**src/rtl/exu_oitf.sv**
```systemverilog
// Outstanding Instruction Track FIFO: allocates tags for long-pipe instructions and flags RAW/WAW hazards.
// Optional macro OITF_RET_BYPASS_EN lets a retiring entry free its slot and drop out of matching in the same cycle.
`ifndef ITAG_WIDTH
`define ITAG_WIDTH 2
`endif
`ifndef RFIDX_WIDTH
`define RFIDX_WIDTH 5
`endif

module exu_oitf #(
  parameter int OITF_DEPTH = 2
) (
  input  logic                      clk,
  input  logic                      rst_n,
  input  logic                      disp_oitf_ena,
  output logic                      disp_oitf_ready,
  output logic [`ITAG_WIDTH-1:0]    disp_oitf_ptr,
  input  logic                      disp_oitf_rs1en,
  input  logic                      disp_oitf_rs2en,
  input  logic                      disp_oitf_rdwen,
  input  logic [`RFIDX_WIDTH-1:0]   disp_oitf_rs1idx,
  input  logic [`RFIDX_WIDTH-1:0]   disp_oitf_rs2idx,
  input  logic [`RFIDX_WIDTH-1:0]   disp_oitf_rdidx,
  output logic                      oitfrd_match_disprs1,
  output logic                      oitfrd_match_disprs2,
  output logic                      oitfrd_match_disprd,
  output logic                      oitf_empty,
  input  logic                      oitf_ret_ena,
  output logic [`ITAG_WIDTH-1:0]    oitf_ret_ptr,
  output logic                      oitf_ret_rdwen,
  output logic [`RFIDX_WIDTH-1:0]   oitf_ret_rdidx
);

  localparam int IW = `ITAG_WIDTH;
  localparam int RW = `RFIDX_WIDTH;
  localparam logic [IW-1:0] LAST_IDX = IW'(OITF_DEPTH - 1);

  logic [OITF_DEPTH-1:0] valid;
  logic [OITF_DEPTH-1:0] rdwen_q;
  logic [RW-1:0]         rdidx_q [OITF_DEPTH];
  logic [IW-1:0]         alloc_idx, ret_idx;
  logic                  alloc_wrap, ret_wrap;
  logic                  full, alloc_fire, ret_fire;
  logic [OITF_DEPTH-1:0] ret_sel, match_excl;

  assign oitf_empty = (alloc_idx == ret_idx) && (alloc_wrap == ret_wrap);
  assign full       = (alloc_idx == ret_idx) && (alloc_wrap != ret_wrap);

`ifdef OITF_RET_BYPASS_EN
  assign disp_oitf_ready = ~full | oitf_ret_ena;
  assign match_excl      = oitf_ret_ena ? ret_sel : '0;
`else
  assign disp_oitf_ready = ~full;
  assign match_excl      = '0;
`endif

  assign alloc_fire    = disp_oitf_ena & disp_oitf_ready;
  assign ret_fire      = oitf_ret_ena & ~oitf_empty;
  assign disp_oitf_ptr = alloc_idx;
  assign oitf_ret_ptr  = ret_idx;

  always_comb begin
    ret_sel              = '0;
    oitf_ret_rdwen       = 1'b0;
    oitf_ret_rdidx       = '0;
    oitfrd_match_disprs1 = 1'b0;
    oitfrd_match_disprs2 = 1'b0;
    oitfrd_match_disprd  = 1'b0;
    for (int i = 0; i < OITF_DEPTH; i++) begin
      if (ret_idx == IW'(i)) begin
        ret_sel[i]     = 1'b1;
        oitf_ret_rdwen = rdwen_q[i];
        oitf_ret_rdidx = rdidx_q[i];
      end
    end
    // Only registered entries can match; a same-cycle allocation is never seen here.
    for (int i = 0; i < OITF_DEPTH; i++) begin
      if (valid[i] && rdwen_q[i] && !match_excl[i]) begin
        if (disp_oitf_rs1en && (rdidx_q[i] == disp_oitf_rs1idx)) oitfrd_match_disprs1 = 1'b1;
        if (disp_oitf_rs2en && (rdidx_q[i] == disp_oitf_rs2idx)) oitfrd_match_disprs2 = 1'b1;
        if (disp_oitf_rdwen && (rdidx_q[i] == disp_oitf_rdidx))  oitfrd_match_disprd  = 1'b1;
      end
    end
  end

  always_ff @(posedge clk or negedge rst_n) begin
    if (!rst_n) begin
      valid      <= '0;
      rdwen_q    <= '0;
      alloc_idx  <= '0;
      alloc_wrap <= 1'b0;
      ret_idx    <= '0;
      ret_wrap   <= 1'b0;
      for (int i = 0; i < OITF_DEPTH; i++) rdidx_q[i] <= '0;
    end else begin
      if (alloc_fire) begin
        if (alloc_idx == LAST_IDX) begin
          alloc_idx  <= '0;
          alloc_wrap <= ~alloc_wrap;
        end else begin
          alloc_idx <= alloc_idx + 1'b1;
        end
      end
      if (ret_fire) begin
        if (ret_idx == LAST_IDX) begin
          ret_idx  <= '0;
          ret_wrap <= ~ret_wrap;
        end else begin
          ret_idx <= ret_idx + 1'b1;
        end
      end
      // With bypass a full FIFO may retire and refill one slot; the new allocation wins.
      for (int i = 0; i < OITF_DEPTH; i++) begin
        if (alloc_fire && (alloc_idx == IW'(i))) begin
          valid[i]   <= 1'b1;
          rdwen_q[i] <= disp_oitf_rdwen;
          rdidx_q[i] <= disp_oitf_rdidx;
        end else if (ret_fire && (ret_idx == IW'(i))) begin
          valid[i] <= 1'b0;
        end
      end
    end
  end

endmodule
```
**config.mk**
```make
export PLATFORM = sky130hd
export DESIGN_NAME = exu_oitf
export DESIGN_NICKNAME = d
export VERILOG_FILES = /design/src/rtl/exu_oitf.sv
export SDC_FILE = /design/constraint.sdc
export NUM_CORES = 1
export LEC_CHECK = 0
export CAP_MARGIN = 20
export CORE_ASPECT_RATIO = 0.6
export CORE_MARGIN = 4
export CORE_UTILIZATION = 44
export DETAILED_ROUTE_END_ITERATION = 8
export GPL_ROUTABILITY_DRIVEN = 0
export PLACE_DENSITY = 0.8
export SYNTH_ARGS = -nofsm -noshare
export SYNTH_HDL_FRONTEND = slang
export SYNTH_SLANG_ARGS = --single-unit
```
**constraint.sdc**
```tcl
create_clock -name clk -period 1.5 [get_ports clk]
set_input_delay 0.225 -clock clk [delete_from_list [all_inputs] [get_ports clk]]
set_output_delay 0.225 -clock clk [all_outputs]
set_load 0.01 [all_outputs]
```
# Yosys cells after proc, flatten, opt, wreduce, memory -nomap -nowiden
# Index checks and enable logic that the tools add are counted.
# op_classes
mux,22
addsub,2
n_shift,0
n_mul,0
n_eq_ne,11
n_reduce_logical,20
magnitude_cmp,0
bitwise_logic,6
div,0
# op_table
cell,n
equality test 5 bit,6
two-way mux 1 bit,18
logical AND 1 bit,14
two-way mux 5 bit,2
adder 2 x 1 -> 2 bit (second input constant),2
equality test 2 x 1 -> 1 bit (second input constant),2
logical NOT 2 bit,2
two-way mux 2 bit,2
NOT 1 bit,4
AND reduction 2 bit,2
nonzero test 2 bit,2
bitwise AND 1 bit,2
equality test 2 bit,1
equality test 1 bit,1
inequality test 1 bit,1
# word_totals
input_bits,22
mem_bits_rw,0
reg_bits,20
wordCells,71
rom_bits,0
memories,0
latchBits,0

# Depth between registers and ports, before layout
# Gate-level depths: netlist of run 1.
# depth
depth_word,7
mapped_depth,5
depth_no_buf,3

# Worst setup path after synthesis of run 1
# No wires, ideal clock.
# synth_path
path_kind,reg2reg
startpoint,"reg alloc_idx[0], in the netlist disp_oitf_ptr[0]"
endpoint,reg rdidx_q[5] (netlist name)
setup_time_ps,125
stages_incl_launch_ff,6
slack_ps,-106
arrival_ps,1481
path_buffers,2
synth_period_minus_slack_ps,1606
cell_sequence,dfrtp_1 -> buf_6 -> xor2_2 -> o311a_1 -> buf_6 -> mux2_4
# synth_between
elab_chain_cells,5
elab_cells_between_ends,6
cone_classes,1 x eq/ne; 2 x bitwise; 3 x reduce/logical
# synth_lines
element,line_no,source
from (decl),41,"logic [IW-1:0] alloc_idx, ret_idx;"
from (signal assigned),101,alloc_idx <= alloc_idx + 1'b1;
equality test 2 bit,47,assign full = (alloc_idx == ret_idx) && (alloc_wrap != ret_wrap);
logical AND 1 bit,47,
NOT 1 bit,53,assign disp_oitf_ready = ~full;
bitwise AND 1 bit,57,assign alloc_fire = disp_oitf_ena & disp_oitf_ready;
logical AND 1 bit *,114,if (alloc_fire && (alloc_idx == IW'(i))) begin
"to (signal, indexed assignment)",117,rdidx_q[i] <= disp_oitf_rdidx;
to (decl),40,logic [RW-1:0] rdidx_q [OITF_DEPTH];
# Every way passes the cells marked *; elsewhere a longest branch is shown, timed or not.
# A chain may end at the register's enable or synchronous reset.

# Worst setup path after layout of run 1
# layout_path
startpoint,reg rdidx_q[0] (netlist name)
endpoint,out oitfrd_match_disprs2
# layout_between
elab_chain_cells,4
# layout_lines
element,line_no,source
equality test 5 bit,80,if (disp_oitf_rs2en && (rdidx_q[i] == disp_oitf_rs2idx)) oitfrd_match_disprs2 = 1'b1;
logical AND 1 bit,80,
two-way mux 1 bit,80,
two-way mux 1 bit,78,if (valid[i] && rdwen_q[i] && !match_excl[i]) begin
to (decl),25,"output logic oitfrd_match_disprs2,"
# No other way between the ends.

==> run summary, run 1 <==
Sorting the synthesized cells by how often they occur yields sky130_fd_sc_hd__xnor2_1, sky130_fd_sc_hd__dfrtp_1, sky130_fd_sc_hd__nand4_1. For the worst setup path, the data required time is 1270 ps. The die height is 51.8 um. The highest routed metal layer is met4. The critical path goes through xnor2_1, nand4_1, o22ai_1, buf_2. The total number of nets in the final design is 228. The cell sitting at the root of the clock tree is a sky130_fd_sc_hd__clkbuf_8. Dividing the detail-routed via count by the number of cells gives 6.00.

The portion of the post-synthesis area used by sequential elements came out at 35.5%. The multi-input logic area is 0.00112 sq mm. The register-to-register setup slack is -170 ps. The highest cell delay on the worst timing path came out at 470 ps. The number of global-route vias before repair came to 1469. The total power divided by cell area is 2370 mW/mm^2. The cell total after placement is 229.

The number of endpoints with negative hold slack in the final report came out at 0. The later-pin clock latency in the skew report came out at 270 ps. Summing the areas of all compound-gate instances in the mapped netlist gives 10.7% of the synthesized area. The highest clock rate is 0.539 GHz.

In the post-synthesis netlist, the cell with the most instances is sky130_fd_sc_hd__xnor2_1. In this run, post-CTS hold repair placed 0 buffers. Max-cap violations in this run came to 0. After layout, the worst path uses 124% of the clock period. The number of storage elements in the synthesis netlist came out at 20. The largest total area in the synthesized netlist belongs to sky130_fd_sc_hd__dfrtp_1.

The area of the core came out at 0.00297 sq mm. The peak supply drop is 1.40 mV. The path type of the worst setup path is flop to primary output. The master of the slowest instance on the critical path is sky130_fd_sc_hd__dfrtp_2. The detailed placement HPWL came out at 3290 um.

The area of all placed cells without fillers came out at 0.00245 sq mm. The cell area after technology mapping came out at 0.00141 sq mm. The boundary pin count is 37.

The critical path starts at rdidx_q[0]. The most used flip-flop cell after synthesis is sky130_fd_sc_hd__dfrtp_1. In this run, CTS created clock tree buffers numbering 3. The full die area is 0.00420 sq mm. The routed length on met2 is 2770 um. In this run the worst hold path is classified as input pin to asynchronous set/reset pin.

The clock transition at the registers of the reported paths is 70 ps. The chip width is 81.1 um. The CTS tree is done. The design draws 5.82 mW. After synthesis, the largest family of logic cells by area is XOR/XNOR gates. The total of endpoints with negative setup slack in the final report came out at 24. The run finished, with violations left.

The number of antenna cells inserted is 0. The number of iterations in the first detailed-routing pass is 5. Yosys attributes the largest share of cell area to sky130_fd_sc_hd__dfrtp_1, sky130_fd_sc_hd__xnor2_1, sky130_fd_sc_hd__mux2_4, sky130_fd_sc_hd__nand4_1, sky130_fd_sc_hd__mux2_2.

The number of rows in the core area came out at 15. The total clock sinks is 20. The count of flip-flops with a built-in enable after synthesis is 0. The initial cell density of the core came out at 47.5%. The count of unresolved DRC violations after routing is 0.

The final-layout setup total negative slack came out at -3040 ps. The adder-cell area share of the yosys netlist came out at 0%. The first global-routing pass estimated 7980 um of wire. Summed over all cells, the static leakage comes to 1.07 nW.

The residual antenna-violating net count after detailed routing came out at 0. The xor and xnor area share after synthesis came out at 25.2%. The checks that failed: negative setup slack. The worst setup path is captured at a primary output. In the post-route analysis, the smallest setup slack over all paths is -355 ps. Measured in cells, the most critical reg-to-reg path has a length of 5. The worst slack after detailed placement came out at -545 ps. The proportion of register bits with asynchronous set or reset after synthesis is 100%.

The largest fanout of any net on the critical path is 4. In the final layout, the share of cells above drive strength 1 is 57.6%. The count of input and output buffers came out at 36. Setup repair after global routing could not meet its margin everywhere.

The kind of start point of the critical path is a flop. The post-synthesis average cell area is 11.3 sq um. In this run the critical register-to-register path is launched from disp_oitf_ptr[1]. After the first detailed-routing iteration, the DRC count stood at 265. The critical path arrival came out at 1630 ps. Following the worst setup path forward leads to its endpoint at oitfrd_match_disprs2. The transition time at the pin with the least slew margin is 332 ps. The number of filler instances in the final layout came out at 151. The placed instances occupy a cell area of 0.00203 sq mm. The tightest slew margin relative to the limit is 77.7%. The count of mapped cells out of synthesis is 125. The clock passes through at most 2 buffers.

At the end of the flow the core is filled with cells to 82.8%. The max-slew violation total from the final report was 0. The count of H-tree levels built during CTS came out at 1. The number of nets produced by synthesis came out at 147. The total area of sequential cells is 514 sq um. The post-route minimum period came out at 1860 ps. The number of antenna violations at the first check in global routing is 0. The synthesized netlist contains 32 unique library cells. After detailed routing, the met3 layer carries 645 um of wire.

The synthesized design devotes to its leading area cell type 35.5% of total area. The non-filler instance count after layout came out at 247. The detailed-route wire length is 5970 um.

The total number of vias came out at 1483. The maximum number of pins on one net before global-route repair came out at 21. During synthesis, Yosys emitted a total of 0 warnings. After global routing the overflow that remains totals 0. The mux share of post-synthesis cell area came out at 15.5%. Summing the areas of all and, or, nand and nor instances in the mapped netlist gives 10.3% of the synthesized area. The met1 layer wirelength in the final routing is 2330 um. The average wire per cell in the routed design came out at 24.1 um. The total routing usage reported by global routing is 26.5%. The worst slack on hold paths is 319 ps. The endpoint identified for the worst register-to-register timing path is rdidx_q[1].

The growth of design area from synthesis to finish is 74.2%. The post-route clock skew came out at 1.44 ps.
flip-flops by register name, summed over array words and instances, names as in the netlist:
name,cells
alloc_wrap,1
disp_oitf_ptr,2
oitf_ret_ptr,2
rdidx_q,10
rdwen_q,2
ret_wrap,1
valid,2
cells by family after synthesis:
| group | after synthesis |
|---|---|
| AOI/OAI and AO/OA | 17 |
| xor gates and xnor gates | 38 |
| muxes | 18 |
| buffers and inverters | 5 |
| and+or+nand+nor | 27 |
| DFF | 20 |
cell usage in the layout (no fill, tap or decap), types with 2 or more instances in the layout:
| cell | instances |
|---|---|
| sky130_fd_sc_hd__buf_12 | 4 |
| sky130_fd_sc_hd__xor2_2 | 2 |
| sky130_fd_sc_hd__nand3b_1 | 2 |
| sky130_fd_sc_hd__dfrtp_2 | 11 |
| sky130_fd_sc_hd__mux2i_1 | 4 |
| sky130_fd_sc_hd__a211oi_2 | 2 |
| sky130_fd_sc_hd__o22ai_1 | 3 |
| sky130_fd_sc_hd__dfrtp_1 | 9 |
| sky130_fd_sc_hd__mux2i_2 | 2 |
| sky130_fd_sc_hd__clkbuf_8 | 3 |
| sky130_fd_sc_hd__xnor2_4 | 3 |
| sky130_fd_sc_hd__xnor2_2 | 14 |
| sky130_fd_sc_hd__nor2_1 | 6 |
| sky130_fd_sc_hd__nor2_2 | 2 |
| sky130_fd_sc_hd__buf_4 | 29 |
| sky130_fd_sc_hd__mux2_4 | 12 |
| sky130_fd_sc_hd__dlygate4sd2_1 | 9 |
| sky130_fd_sc_hd__nand4_1 | 12 |
| sky130_fd_sc_hd__xnor2_1 | 17 |
| sky130_fd_sc_hd__buf_6 | 12 |
| sky130_fd_sc_hd__clkdlybuf4s50_1 | 14 |
| sky130_fd_sc_hd__buf_2 | 11 |
worst min path at each step:
| stage | startpoint | end | slack (ps) | depth (start not counted) |
|---|---|---|---|---|
| 2_1_floorplan | rst_n | alloc_wrap | -70 | 0 |
| 4_1_cts | rst_n | disp_oitf_ptr[1] | 330 | 2 |
| 3_3_place_gp | valid[1] | valid[1] | 520 | 1 |
| 5_1_grt | rst_n | disp_oitf_ptr[1] | 330 | 2 |
| 3_5_place_dp | valid[1] | valid[1] | 550 | 1 |
| 6_report | rst_n | disp_oitf_ptr[1] | 320 | 2 |
worst max-delay path, delay by kind of cell (launching register included):
kind / cells / cell delay (ps)
AND/OR/NAND/NOR: 1 / 180
XOR/XNOR: 1 / 260
buffers and inverters: 1 / 190
flip-flops: 1 / 470
AO/OA/AOI/OAI: 1 / 260
report_power, final:
part,internal (mW),leakage (nW),switching (mW)
registers,0.825,0.227,0.541
clock network,0.190,0.0228,0.189
logic,2.35,0.818,1.73
timing repair:
item,in CTS,in global routing
resized for setup,83,39
setup buffers,9,8
pin swaps,14,16
setup endpoints to repair,31,30
per-layer routing:
layer  GRT usage (%)  up-vias
met5               0        -
met4            6.74        0
met3            6.06       28
met2            45.5      116
met1            33.9      724
li1                -      615
area by class of cell:
class,count,share of cell area (%)
multi-input cells,100,45.7
repair buffers,81,29.4
flip-flops and latches,20,20.9
well taps,42,2.14
clock buffers,4,1.83
Power figures use the tool's default switching activity.
==> inputs of run 2 (changes only) <==
--- a/config.mk
+++ b/config.mk
@@ -6,7 +6,6 @@
 export NUM_CORES = 1
 export LEC_CHECK = 0
 export CAP_MARGIN = 20
-export CORE_ASPECT_RATIO = 0.6
 export CORE_MARGIN = 4
 export CORE_UTILIZATION = 44
 export DETAILED_ROUTE_END_ITERATION = 8
==> run summary, run 2 (synthesis results as in run 1) <==
The flow ran to the end, but the final reports show violations. The checks that failed: negative setup slack. The non-filler instance count after layout is 258 (+4.5%). The full die area came out at 0.00417 sq mm (-0.70%). The tightest slew margin relative to the limit came out at 80.4% (+2.7 points). The number of endpoints with negative hold slack in the final report is 0 (unchanged). The worst endpoint required time was 1270 ps (about the same). The boundary pin count came out at 37 (unchanged).

The post-route minimum period is 1880 ps (+21.2 ps). The static leakage is 1.11 nW (+3.7%). The total number of vias came out at 1521 (+2.6%). The residual antenna-violating net count after detailed routing came out at 0 (unchanged). Leaving out fill and tap cells, the most frequent cell in the layout is sky130_fd_sc_hd__buf_6. The critical path is of the flop to primary output type.

The share of layout cells above drive strength 1 is 61.2% (+3.7 points). The worst slack on hold paths is 206 ps (-113 ps). The count of unresolved DRC violations after routing came out at 0 (unchanged).

The min-delay analysis places its worst path in the category input pin to asynchronous set/reset pin. The worst setup path is captured at a primary output. The clock transition at the registers of the reported paths is 130 ps (+60 ps). The worst reg2reg path depth is 4 (-1). The total clock sinks is 20 (unchanged). The area of the core came to 0.00305 sq mm (+3.0%). The total number of nets in the final design was 237 (+3.9%). The die height came out at 64.6 um (+25%).

The wire length of the first global-routing pass is 8910 um (+12%). The largest fanout of any net on the critical path was 4 (unchanged). Ranked by flip-flop count, first place goes to rdidx_q. The total power divided by cell area is 2360 mW/mm^2 (-0.33%). The chip width came out at 64.6 um (-20%). The average wire per cell in the routed design was 23.9 um (-1.1%).

The register-to-register setup slack was -160 ps (about the same). The final cycle utilization of the critical path came to 125% (+1.4 points). The highest clock rate came out at 0.533 GHz (-1.1%). The final core area utilization came out at 84.8% (+2.1 points).

The peak supply drop is 1.71 mV (+22%). The transition time at the pin with the least slew margin was 292 ps (-39.4 ps). The number of iterations in the first detailed-routing pass is 4 (-1).

The number of buffers between clock root and the deepest sink is 2 (unchanged). The number of flip-flops in the largest register came to 10 (unchanged). In this run the critical register-to-register path is captured at rdidx_q[7]. The number of filler instances in the final layout came out at 148 (-2.0%). The total power is 6.12 mW (+5.2%). The later-pin clock latency in the skew report was 330 ps (+60 ps). The maximum number of pins on one net before global-route repair is 21 (unchanged). The count of input and output buffers came to 36 (unchanged). The startpoint identified for the worst register-to-register timing path is disp_oitf_ptr[0].

The number of global-route vias before repair is 1626 (+11%). The cell area after placement was 0.00203 sq mm (unchanged). The number of maximum-capacitance violations is 0 (unchanged). The final-layout setup total negative slack came out at -3970 ps (-929 ps). The tree is rooted in a sky130_fd_sc_hd__clkbuf_4. The number of antenna cells inserted is 0 (unchanged). The total routing usage reported by global routing is 28.7% (+2.2 points). The initial cell density of the core came out at 46.1% (-1.4 points). The detailed router's first-iteration violation count came to 172 (-35%). The clock buffer count from CTS is 3 (unchanged). The detailed-route wire length is 6160 um (+3.3%).

The setup slack after layout is -376 ps (-21.2 ps). The count of H-tree levels built during CTS came to 1 (unchanged). The cell total after placement was 229 (unchanged). Leaving out fill and tap cells, the most frequent cells in the layout are sky130_fd_sc_hd__buf_6, sky130_fd_sc_hd__buf_4, sky130_fd_sc_hd__clkdlybuf4s50_1. The number of rows in the core area is 20 (+5). The number of antenna violations at the first check in global routing was 0 (unchanged). The total of endpoints with negative setup slack in the final report is 24 (unchanged).

The via density per instance is 5.90 (-1.8%). The critical path arrival is 1650 ps (+20 ps). The area of all placed cells without fillers is 0.00259 sq mm (+5.5%). The worst setup path is launched from a flop. The final global-route overflow total came out at 0 (unchanged).

Setup repair after global routing could not meet its margin everywhere. TritonCTS built the clock tree. The worst slack after detailed placement came out at -546 ps (-1.15 ps). The growth of design area from synthesis to finish came out at 83.8%. The max-slew violation total from the final report is 0 (unchanged). The detailed placement HPWL is 3050 um (-7.2%). The post-route clock skew is 8.60 ps (+7.16 ps).
## run 2: cell types whose count changed in the layout (fill, tap and decap cells not counted), sizes merged
cell / change
dlygate4sd2: -6
clkbuf: +1
clkdlybuf4s50: +6
clkdlybuf4s15: -1
buf: +9
## run 2: area by class of cell
class / count / area (sq um) / share of cell area, %
repair buffers: 90 / 837 / 32.3
flip-flops and latches: 20 / 518 / 20.0
multi-input cells: 100 / 1140 / 44.2
clock buffers: 4 / 36.3 / 1.40
well taps: 44 / 55.1 / 2.13
## run 2: worst max-delay path by stage
stage / from / end / slack [ps] / depth (start not counted)
floorplan: disp_oitf_ptr[0] / rdidx_q[5] / -60 / 5
global placement: disp_oitf_rdidx[2] / oitfrd_match_disprd / -500 / 5
detailed placement: disp_oitf_rdidx[3] / oitfrd_match_disprd / -550 / 5
CTS: rdidx_q[9] / oitfrd_match_disprs2 / -140 / 4
global route: rdidx_q[7] / oitfrd_match_disprd / -380 / 4
finish: rdidx_q[7] / oitfrd_match_disprd / -380 / 4
## run 2: what timing repair did
item	4_1_cts	5_1_grt
buffers inserted	22	8
endpoints found under the setup margin	31	32
gates resized for setup	104	35
hold endpoints to repair	0	0
hold buffers	0	0
pin swaps	24	25
## run 2: routing by layer
layer  vias up  GRT usage (%)  share of wire, %
li1        633              -                 -
met1       758           33.0                40
met2        91           48.7                48
met3        39           7.80               6.3
met4         0           14.8               5.2
met5         -              0                 0
## run 2: worst max-delay path, cell delays in order, from the launching register on
cell and delay [ps]:
sky130_fd_sc_hd__dfrtp_2 480, sky130_fd_sc_hd__xnor2_1 250, sky130_fd_sc_hd__nand4_1 180, sky130_fd_sc_hd__o22ai_2 240, sky130_fd_sc_hd__buf_2 170
## run 2: where the power goes
| group | total, mW | internal (mW) | switching, mW | leakage [nW] |
|---|---|---|---|---|
| registers | 1.36 | 0.831 | 0.531 | 0.224 |
| clock network | 0.346 | 0.149 | 0.197 | 0.0210 |
| logic | 4.42 | 2.58 | 1.84 | 0.863 |
| total | 6.12 | 3.56 | 2.57 | 1.11 |
==> inputs of run 3 (changes only) <==
--- a/config.mk
+++ b/config.mk
@@ -5,12 +5,13 @@
 export SDC_FILE = /design/constraint.sdc
 export NUM_CORES = 1
 export LEC_CHECK = 0
+export ABC_AREA = 1
 export CAP_MARGIN = 20
 export CORE_MARGIN = 4
-export CORE_UTILIZATION = 44
+export CORE_UTILIZATION = 45
 export DETAILED_ROUTE_END_ITERATION = 8
 export GPL_ROUTABILITY_DRIVEN = 0
-export PLACE_DENSITY = 0.8
+export PLACE_DENSITY = 0.81
 export SYNTH_ARGS = -nofsm -noshare
 export SYNTH_HDL_FRONTEND = slang
 export SYNTH_SLANG_ARGS = --single-unit
==> run summary, run 3 <==
The total of endpoints with negative setup slack in the final report came to 19 (-21%). The highest clock rate came to 0.560 GHz (+5.2%). The critical path is of the flop to primary output type. STA classifies the critical path endpoint as a primary output. The growth of design area from synthesis to finish came out at 68.3%. The detailed placement HPWL came out at 3730 um (+22%). The number of flip-flops in the largest register is 10 (unchanged). The maximum number of pins on one net before global-route repair came out at 21 (unchanged).

The cell area after technology mapping is 0.00153 sq mm (+8.3%). The number of antenna cells inserted was 0 (unchanged). The average wire per cell in the routed design is 15.8 um (-34%). The number of maximum-capacitance violations was 0 (unchanged). The count of input and output buffers was 36 (unchanged). The count of mapped cells out of synthesis came out at 258 (+110%). The tightest slew margin relative to the limit came out at 80.1% (-0.24 points). The proportion of power drawn by flip-flops and latches is 20.0% (-2.2 points). The number of rows in the core area came out at 20 (unchanged).

The library cells used most frequently in the layout, excluding fill and tap cells, are sky130_fd_sc_hd__nand2_1, sky130_fd_sc_hd__buf_4, sky130_fd_sc_hd__inv_1. The fraction of synthesized cell area taken by the top area cell type came out at 32.8% (-2.7 points). The number of storage elements in the synthesis netlist came out at 20 (unchanged).

The static leakage was 1.44 nW (+30%). The count of H-tree levels built during CTS came to 1 (unchanged). The wire length of the first global-routing pass is 8870 um (-0.54%).

The number of warning messages in the yosys log was 0 (unchanged). The worst hold path belongs to the class input pin to asynchronous set/reset pin. TritonCTS built the clock tree. The highest cell delay on the worst timing path is 450 ps (-30 ps). The post-route clock skew came out at 20.6 ps (+12.0 ps). The total power divided by cell area is 2040 mW/mm^2 (-14%). The cell total after placement is 375 (+64%). The final cycle utilization of the critical path was 119% (-6.1 points). The total number of nets in the final design is 376 (+59%). In the post-synthesis netlist, the biggest area contributors are sky130_fd_sc_hd__dfrtp_1, sky130_fd_sc_hd__nand2_1, sky130_fd_sc_hd__inv_1, sky130_fd_sc_hd__nor2_1, sky130_fd_sc_hd__nand4_1. The detailed-route wire length came out at 6270 um (+1.7%). The flow ran to the end, but the final reports show violations. The post-synthesis average cell area is 5.91 sq um (-48%).

The switching part of the total was 46.1% (+4.2 points). The max-slew violation total from the final report came out at 0 (unchanged). The number of unique standard cell types used by synthesis was 20 (-38%). The setup slack after layout is -284 ps (+91.9 ps). The most repeated cell in the gate-level netlist after synthesis is sky130_fd_sc_hd__nand2_1.

Setup repair after global routing could not meet its margin everywhere. The number of buffers between clock root and the deepest sink was 2 (unchanged). Among all flip-flop cells after synthesis, the most frequent one is sky130_fd_sc_hd__dfrtp_1. The portion of the post-synthesis area used by sequential elements came out at 32.8% (-2.7 points). The proportion of register bits with asynchronous set or reset after synthesis came to 100% (unchanged). The non-filler instance count after layout is 397 (+54%). The final-layout setup total negative slack is -2470 ps (+1500 ps). The transition time at the pin with the least slew margin came out at 297 ps (+5.25 ps).

The post-route minimum period came to 1780 ps (-91.9 ps). The peak supply drop came to 1.36 mV (-21%). The worst slack on hold paths came to 205 ps (-1.43 ps). The checks that failed: negative setup slack. The residual antenna-violating net count after detailed routing was 0 (unchanged).

The number of iterations in the first detailed-routing pass came out at 6 (+2). The number of antenna violations at the first check in global routing came out at 0 (unchanged). By count the netlist is led by sky130_fd_sc_hd__nand2_1, sky130_fd_sc_hd__inv_1, sky130_fd_sc_hd__nor2_1. The chip width came out at 66.2 um (+2.5%).

The total clock sinks is 20 (unchanged). The combinational power share came out at 70.9% (-1.2 points). The largest total area in the synthesized netlist belongs to sky130_fd_sc_hd__dfrtp_1.

The hold buffer count at CTS is 0 (unchanged). The boundary pin count came to 37 (unchanged). The count of flip-flops with a built-in enable after synthesis came to 0 (unchanged). The initial cell density of the core was 48.4% (+2.2 points). More flip-flops sit in one register than any other, and that register is rdidx_q. The total number of vias is 2190 (+44%). On the critical path, the stage with the largest delay is an instance of sky130_fd_sc_hd__dfrtp_1.

The critical path arrival came to 1560 ps (-90 ps). The total routing usage reported by global routing was 26.1% (-2.6 points). The clock root buffer master is sky130_fd_sc_hd__clkbuf_4. The worst endpoint required time came out at 1270 ps (about the same). The critical path goes through buf_6, nand2_2, nand2_1, nor2_1, nand3_1, a21oi_2, buf_2.

The final global-route overflow total came out at 0 (unchanged). The library cell used most frequently in the layout, excluding fill and tap cells, is sky130_fd_sc_hd__nand2_1. The largest fanout of any net on the critical path came out at 3 (-1). The internal power came out at 2.82 mW (-21%).

The total net switching power came to 2.42 mW (-5.9%). The relative contribution of the clock network to total power came out at 9.0% (+3.4 points). The area of the core was 0.00315 sq mm (+3.3%). The share of layout cells above drive strength 1 came out at 33.7% (-28 points).

The via density per instance came out at 5.52 (-6.4%). The worst setup path is launched from a flop. The full die area came out at 0.00439 sq mm (+5.1%). The detailed router's first-iteration violation count came out at 267 (+55%). The number of global-route vias before repair came out at 2006 (+23%). The count of unresolved DRC violations after routing is 0 (unchanged). The number of nets produced by synthesis is 280 (+90%). The later-pin clock latency in the skew report came to 340 ps (about the same). The number of endpoints with negative hold slack in the final report is 0 (unchanged). The clock transition at the registers of the reported paths is 140 ps (about the same).

The die height is 66.2 um (+2.5%). The clock buffer count from CTS is 3 (unchanged).
-- run 3: repair_timing --
item | CTS | global route
hold endpoints to repair | 0 | 0
setup endpoints to repair | 29 | 27
pin swaps | 11 | 10
resized for setup | 90 | 34
buffers inserted | 13 | 5
-- run 3: cells by family after synthesis --
family | synth area share [%]
flops | 32.8
compound gates | 5.33
buf+inv | 10.9
xor+xnor | 1.64
simple gates | 49.3
-- run 3: layer usage --
layer	global-route usage, %	routed length (um)	vias to the layer above	part of all wire (%)
met5	0	0	-	0
met4	11.2	336	0	5.4
met3	3.06	538	45	8.6
met2	45.5	2990	162	48
met1	32.2	2410	987	38
li1	-	-	996	-
-- run 3: power by group through the flow --
| stage | clock network (mW) | registers [mW] | logic, mW |
|---|---|---|---|
| finish | 0.473 | 1.05 | 3.71 |
| global route | 0.497 | 1.07 | 3.98 |
| CTS | 0.460 | 1.01 | 3.14 |
| detailed placement | 0 | 1.01 | 2.79 |
| global placement | 0 | 0.992 | 2.74 |
| floorplan | 0 | 0.999 | 1.39 |
-- run 3: cell type report --
class | count | area [sq um]
Multi-Input combinational cell | 196 | 983
Timing Repair Buffer | 94 | 818
Fill cell | 220 | 587
Sequential cell | 20 | 508
Inverter | 39 | 149
Tap cell | 44 | 55.1
Clock inverter | 1 | 30.0
Clock buffer | 3 | 22.5
-- run 3: worst max-delay path: cells and delay by family, from the launching register on --
kind / cells / cell delay [ps]
flip-flops: 1 / 450
AND/OR/NAND/NOR: 4 / 320
AO/OA/AOI/OAI: 1 / 160
buffers and inverters: 2 / 310
-- run 3: final timing paths --
path	cells past startpoint	end	slack (ps)	startpoint
setup reg to reg	8	rdidx_q[3]	-80	oitf_ret_ptr[1]
min in group clk	3	rdidx_q[9]	380	disp_oitf_rdidx[4]
hold / removal	2	disp_oitf_ptr[1]	200	rst_n
hold reg to reg	2	valid[1]	530	valid[1]
max in group asynchronous	2	rdidx_q[7]	1040	rst_n
setup / recovery	7	oitfrd_match_disprd	-280	rdidx_q[3]
-- run 3: per-stage QoR --
step | instance area (sq um) | util (%) | setup WS, ps | power, mW
6_report | 2570 | 81.4 | -284 | 5.24
5_1_grt | 2570 | 81.4 | -357 | 5.55
4_1_cts | 2440 | 77.3 | -224 | 4.61
3_5_place_dp | 2220 | 70.4 | -620 | 3.80
3_3_place_gp | 2220 | 70.4 | -610 | 3.73
2_1_floorplan | 1530 | - | 254 | 2.39
